**src/rtl/muldiv_pkg.sv**
```systemverilog
// Shared types and constants for the iterative RV32M multiply/divide unit.
// The unit is built for DATA_WIDTH = 32; the constants below are 32 bits wide.
package muldiv_pkg;

  typedef enum logic [2:0] {
    OP_MUL    = 3'b000,
    OP_MULH   = 3'b001,
    OP_MULHSU = 3'b010,
    OP_MULHU  = 3'b011,
    OP_DIV    = 3'b100,
    OP_DIVU   = 3'b101,
    OP_REM    = 3'b110,
    OP_REMU   = 3'b111
  } op_e;

  typedef enum logic [1:0] {
    IDLE = 2'd0,
    CALC = 2'd1,
    FIX  = 2'd2,
    DONE = 2'd3
  } state_e;

  localparam logic [31:0] DIV_BY_ZERO_Q = 32'hFFFF_FFFF;
  localparam logic [31:0] SIGNED_MIN    = 32'h8000_0000;

endpackage

```
**src/rtl/muldiv_iter_core.sv**
```systemverilog
// One radix-2 step: shift-add for multiply, shift/trial-subtract for divide.
// The divide step exists only when MULDIV_DIV_EN is defined.
module muldiv_iter_core #(
  parameter int DATA_WIDTH = 32
) (
  input  logic [2*DATA_WIDTH-1:0] i_acc,
  input  logic [DATA_WIDTH-1:0]   i_opnd,
  input  logic                    i_bit,
  input  logic                    i_is_div,
  output logic [2*DATA_WIDTH-1:0] o_acc
);

  localparam int W = DATA_WIDTH;

  logic [W:0] w_sum;

`ifdef MULDIV_DIV_EN
  logic [W:0] w_rem_sh;
  logic [W:0] w_diff;
  logic       w_ge;
`else
  logic       w_unused;
  assign w_unused = ^{i_is_div, i_acc[0]};
`endif

  always_comb begin
    // Multiply: the carry out of the upper-half add becomes the new MSB.
    w_sum = {1'b0, i_acc[2*W-1:W]} + (i_bit ? {1'b0, i_opnd} : '0);
    o_acc = {w_sum, i_acc[W-1:1]};
`ifdef MULDIV_DIV_EN
    w_rem_sh = {i_acc[2*W-1:W], i_bit};
    w_diff   = w_rem_sh - {1'b0, i_opnd};
    w_ge     = (w_rem_sh >= {1'b0, i_opnd});
    if (i_is_div) begin
      o_acc = {(w_ge ? w_diff[W-1:0] : w_rem_sh[W-1:0]), i_acc[W-2:0], w_ge};
    end
`endif
  end

endmodule

```
**src/rtl/muldiv_unit.sv**
```systemverilog
// Iterative RV32M multiply/divide unit with busy/done stall handshake.
// MULDIV_DIV_EN enables the divide/remainder datapath; otherwise divides return 0 early.
module muldiv_unit
  import muldiv_pkg::*;
#(
  parameter int DATA_WIDTH = 32
) (
  input  logic                  clk,
  input  logic                  rst,
  input  logic                  start,
  input  logic [2:0]            op,
  input  logic [DATA_WIDTH-1:0] SRCA,
  input  logic [DATA_WIDTH-1:0] SRCB,
  input  logic                  flush,
  output logic                  busy,
  output logic                  done,
  output logic [DATA_WIDTH-1:0] result,
  output state_e                dbg_state
);

  localparam int W  = DATA_WIDTH;
  localparam int CW = $clog2(DATA_WIDTH);

  // Handshake: start is accepted only in IDLE without flush; busy is high
  // in CALC/FIX; done pulses one cycle in DONE, when result is valid.
  state_e            r_state, w_next;
  op_e               r_op;
  logic [W-1:0]      r_opa, r_opb, r_result;
  logic [2*W-1:0]    r_acc;
  logic [CW-1:0]     r_cnt;
  logic              r_sign_a, r_sign_b, r_fix2;

  op_e               w_op;
  logic              w_accept, w_sa, w_sb, w_early, w_is_div, w_bit;
  logic [W-1:0]      w_abs_a, w_abs_b, w_early_val, w_sel;
  logic [2*W-1:0]    w_core_acc, w_fixed;

  always_comb begin
    w_op     = op_e'(op);
    w_accept = start && !flush;
    w_sa     = SRCA[W-1] && (w_op inside {OP_MULH, OP_MULHSU, OP_DIV, OP_REM});
    w_sb     = SRCB[W-1] && (w_op inside {OP_MULH, OP_DIV, OP_REM});
    w_abs_a  = w_sa ? -SRCA : SRCA;
    w_abs_b  = w_sb ? -SRCB : SRCB;
`ifdef MULDIV_DIV_EN
    w_early     = op[2] && ((SRCB == '0) ||
                  (!op[0] && SRCA == SIGNED_MIN && SRCB == DIV_BY_ZERO_Q));
    if (SRCB == '0) w_early_val = op[1] ? SRCA : DIV_BY_ZERO_Q;
    else            w_early_val = op[1] ? '0 : SIGNED_MIN;
`else
    w_early     = op[2];
    w_early_val = '0;
`endif
  end

  always_comb begin
    w_next = r_state;
    unique case (r_state)
      IDLE: if (w_accept) w_next = w_early ? DONE : CALC;
      CALC: if (flush) w_next = IDLE;
            else if (r_cnt == CW'(DATA_WIDTH - 1)) w_next = FIX;
      FIX:  if (flush) w_next = IDLE;
            else if (r_fix2) w_next = DONE;
      DONE: w_next = IDLE;
      default: w_next = IDLE;
    endcase
    busy      = (r_state == CALC) || (r_state == FIX);
    done      = (r_state == DONE);
    result    = r_result;
    dbg_state = r_state;
  end

  always_ff @(posedge clk or posedge rst) begin
    if (rst) r_state <= IDLE;
    else     r_state <= w_next;
  end

  // Divide feeds dividend bits MSB first; multiply consumes multiplier bits LSB first.
  assign w_is_div = r_op[2];
  assign w_bit    = w_is_div ? r_opa[CW'(DATA_WIDTH - 1) - r_cnt] : r_opb[r_cnt];

  muldiv_iter_core #(.DATA_WIDTH(DATA_WIDTH)) u_core (
    .i_acc    (r_acc),
    .i_opnd   (w_is_div ? r_opb : r_opa),
    .i_bit    (w_bit),
    .i_is_div (w_is_div),
    .o_acc    (w_core_acc)
  );

  always_comb begin
    w_fixed = r_acc;
    if (w_is_div) begin
`ifdef MULDIV_DIV_EN
      w_fixed[W-1:0]   = (r_sign_a ^ r_sign_b) ? -r_acc[W-1:0] : r_acc[W-1:0];
      w_fixed[2*W-1:W] = r_sign_a ? -r_acc[2*W-1:W] : r_acc[2*W-1:W];
`endif
    end else if (r_sign_a ^ r_sign_b) begin
      w_fixed = -r_acc;
    end
    w_sel = (r_op inside {OP_MUL, OP_DIV, OP_DIVU}) ? r_acc[W-1:0] : r_acc[2*W-1:W];
  end

  always_ff @(posedge clk or posedge rst) begin
    if (rst) begin
      r_op     <= OP_MUL;
      r_opa    <= '0;
      r_opb    <= '0;
      r_acc    <= '0;
      r_cnt    <= '0;
      r_sign_a <= 1'b0;
      r_sign_b <= 1'b0;
      r_fix2   <= 1'b0;
      r_result <= '0;
    end else begin
      unique case (r_state)
        IDLE: if (w_accept) begin
          r_op     <= w_op;
          r_opa    <= w_abs_a;
          r_opb    <= w_abs_b;
          r_sign_a <= w_sa;
          r_sign_b <= w_sb;
          r_acc    <= '0;
          r_cnt    <= '0;
          r_fix2   <= 1'b0;
          if (w_early) r_result <= w_early_val;
        end
        CALC: begin
          r_acc <= w_core_acc;
          r_cnt <= r_cnt + 1'b1;
        end
        // FIX takes two cycles: sign correction, then result selection.
        FIX: if (!flush) begin
          if (!r_fix2) begin
            r_acc  <= w_fixed;
            r_fix2 <= 1'b1;
          end else begin
            r_result <= w_sel;
          end
        end
        default: ;
      endcase
    end
  end

endmodule

```
**config.mk**
```make
export PLATFORM = sky130hd
export DESIGN_NAME = muldiv_unit
export DESIGN_NICKNAME = d
export VERILOG_FILES = /design/src/rtl/muldiv_pkg.sv /design/src/rtl/muldiv_iter_core.sv /design/src/rtl/muldiv_unit.sv
export SDC_FILE = /design/constraint.sdc
export NUM_CORES = 1
export LEC_CHECK = 0
export CELL_PAD_IN_SITES_DETAIL_PLACEMENT = 1
export CELL_PAD_IN_SITES_GLOBAL_PLACEMENT = 2
export CORE_ASPECT_RATIO = 0.7
export CORE_UTILIZATION = 30
export DETAILED_ROUTE_END_ITERATION = 7
export PLACE_DENSITY_LB_ADDON = 0.1
export REMOVE_ABC_BUFFERS = 1
export SLEW_MARGIN = 40
export SYNTH_ARGS = -nofsm -noshare
export SYNTH_HDL_FRONTEND = slang
export SYNTH_SLANG_ARGS = --single-unit
export TNS_END_PERCENT = 50
```
**constraint.sdc**
```tcl
create_clock -name clk -period 8.6 [get_ports clk]
set_input_delay 2.58 -clock clk [delete_from_list [all_inputs] [get_ports clk]]
set_output_delay 2.58 -clock clk [all_outputs]
set_load 0.02 [all_outputs]
```
==> results.cfg <==
[status]
status = finished clean

[synth]
synth.area.top_cells = dfrtp_1 35%, o21ai_0 5.8%, mux2i_1 5.6%, nand2_1 4.5%, ha_1 4.3%
avgSynthCellArea_um2 = 8.75
ys_seq_elements = 173
synth_top_area_share_pct = 35.1
synth_edf_count = 0
syn_area_mm2 = 0.0123
synth-seq-area-share_pct = 35.1
yosysWarnings = 0
netlist_instances = 1411
ys.flop_type = dfrtp_1
synth_top_area_cell = dfrtp_1
async_flop_share_pct = 100
ys_types = 74

[power_and_ir_drop]
switchingPower_mw = 2.43
combPwrFrac_pct = 56.2
internal-power_mw = 2.59
power_density_mw_per_mm2 = 345
peakVddDrop_mv = 0.286
p_clk_share_pct = 16.9
sw_frac_of_total_pct = 48.4
p_leak_nw = 6.20
pwr-share-seq_pct = 26.9

[sta]
slew_violations = 0
clock_skew_ns = 0.0147
final_hold_viol_count = 0
fmax_ghz = 0.179
setup_viol = 0
fin_ws_ns = 3.02
finalCritPeriodShare_pct = 64.9
rsz0062_at_grt = no
slew_headroom_pct = 43.2
tns_ns = 0
tightest_slew_ns = 0.845
period_needed_ns = 5.58

[global_route]
grt_pass1_wl_mm = 64.5
grt_max_degree = 101
grt.total_usage_pct = 19.7
first_global_vias = 11138
grt_overflow_total = 0
antenna_found_initial = 2

[floorplan]
die_y_um = 172
initial_core_util_pct = 30.8
rows = 61
die_w_um = 244
ios = 107
fp.coreArea_mm2 = 0.0401
dieArea_mm2 = 0.0420

[placed_design]
gp_congestion = 0.757
dp.cells = 1978
portBuffers = 106
dpl_worst_slack_ns = 2.71
hpwl_mm = 29.9

[final_layout]
final_layout_size_suffix_gt1_share_pct = 7.59
multi_input_area_mm2 = 0.00762
seqCellArea_mm2 = 0.00433
n_antenna_cell = 0
finish.utilization_pct = 36.3
area_delta_synth_final_pct = 17.9
final_common_cell = dfrtp_1
fillers = 4696
layout.cells.non_filler = 2011
nets = 1577
final_cell_mix = 170 x dfrtp_1, 149 x nand2_1, 142 x o21ai_0, 138 x nor2_1, 106 x clkdlybuf4s50_1

[critical_path]
cp.required_ns = 9.00
crit_chain = mux4_2 > mux4_2 > mux2_2 > o21ai_2 > buf_4 > nor2_1 > ha_1 > nor2b_1 > o2111ai_1 > a211oi_1 > o211ai_1 > o31ai_1 > a211oi_1 > nor4b_1 > a211o_1
startpoint_type = flop
rrSetupSlack_ns = 3.02
r2r_end = r_acc[59]$_DFFE_PP0P_
arrival_ns = 5.98
end_kind = flop
r2r-start = r_cnt[0]$_DFFE_PP0P_
crit_type = flop to flop
crit_path_top_delay_cell = dfrtp_2
slowest_delay_ns = 0.78
crit_cells = 15
crit_start = r_cnt[0]$_DFFE_PP0P_
cp_top_family = compound AO/OA/AOI/OAI gates
critical_path.endpoint = r_acc[59]$_DFFE_PP0P_
critPathMaxFanout = 32
reg2regPathDepth = 15
timing.critical_path.buf_inv = 1

[route]
vias_per_cell = 5.46
vias = 10987
drc = 0
antenna_left = 0
dr.pass1.iters = 4
wl_mm = 40.9
post_drt_wl_per_cell_um = 20.3
drtIter0Drc = 577

[flow_run]
max_cap_violations = 0

[min_path]
worstHoldPathType = flop to flop
min_path_cells = 1

[clock_tree]
htree_levels = 4
clockBufferDepth = 2
cts_tree = done
cts_root_buffer = clkbuf_16
numCtsBuffers = 17
clkTransAtPathRegs_ns = 0.07
post-cts-setup-buffer-count = 0
insertion_delay_ns = 0.46
hold_buffers = 0
clkSinkCount = 173
cts_resized = 0
[cell families (layout without fill, tap and decap cells)]
logic type	Yosys count	after routing	share of synthesized area, %
AND/OR/NAND/NOR	482	482	19.3
AO/OA/AOI/OAI	417	417	21.7
flip-flops	173	173	35.1
buffers and inverters	117	182	3.77
multiplexers	95	95	9.79
XOR/XNOR	84	84	5.96
adder cells (fa/ha/maj)	43	43	4.42
[layer usage]
layer	track usage, %	vias up	part of all wire, %
li1	-	5306	-
met1	29.4	5553	53
met2	29.9	109	44
met3	2.81	19	2.2
met4	4.18	0	0.82
met5	0	-	0
[registers in the layout, indices dropped and copies added (netlist names)]
name and flops:
r_sign_a 1, r_cnt 5, r_fix2 1, r_opa 32
r_opb 32, dbg_state 2, r_sign_b 1, r_op 3
r_acc 64, result 32
[per-stage QoR]
step                area (um^2)  total power [mW]  hold slack, ns
floorplan                 12000              3.22           0.465
global placement          13900              4.17           0.482
detailed placement        13900              4.21           0.493
CTS                       14500              5.09           0.512
global route              14600              5.43           0.527
finish                    14600              5.02           0.506
[worst min-delay path by stage]
stage / slack (ns) / to / start
4_1_cts: 0.51 / r_sign_b$_DFFE_PP0P_ / r_sign_b$_DFFE_PP0P_
3_3_place_gp: 0.48 / r_sign_b$_DFFE_PP0P_ / r_sign_b$_DFFE_PP0P_
2_1_floorplan: 0.47 / r_opa[13]$_DFFE_PP0P_ / r_opa[13]$_DFFE_PP0P_
3_5_place_dp: 0.49 / result[18]$_DFFE_PP0P_ / result[18]$_DFFE_PP0P_
6_report: 0.51 / result[18]$_DFFE_PP0P_ / result[18]$_DFFE_PP0P_
5_1_grt: 0.53 / result[8]$_DFFE_PP0P_ / result[8]$_DFFE_PP0P_
[power by group through the flow]
stage / registers (mW) / logic, mW / clock network, mW
after floorplan: 1.30 / 1.92 / 0
after global placement: 1.37 / 2.80 / 0
after detailed placement: 1.37 / 2.84 / 0
after CTS: 1.36 / 2.85 / 0.873
after global routing: 1.40 / 3.13 / 0.898
final: 1.35 / 2.82 / 0.849
[Yosys cell counts, drive strengths merged, types with 8 or more instances]
cell / count
a221o: 25
buf: 20
a21oi: 84
o41ai: 10
mux2i: 69
ha: 42
and2: 8
or2: 9
nor2: 139
o31ai: 15
o21ai: 159
or3: 19
nor4: 22
nand2: 149
xor2: 39
a21o: 24
a211oi: 9
or4: 15
dfrtp: 173
a22o: 33
clkbuf: 69
nor3b: 9
mux4: 20
nand2b: 14
nand3: 18
xnor2: 45
nor3: 53
inv: 28
[final cells by class]
cell class                 instances  share of cell area [%]
clock buffer                      19                    3.04
clock inverter                    13                    1.12
inverter                          28                   0.757
multi-input combinational       1121                    52.3
sequential                       173                    29.8
tap                              535                    4.60
timing repair buffer             122                    8.36
Power figures use the tool's default switching activity.
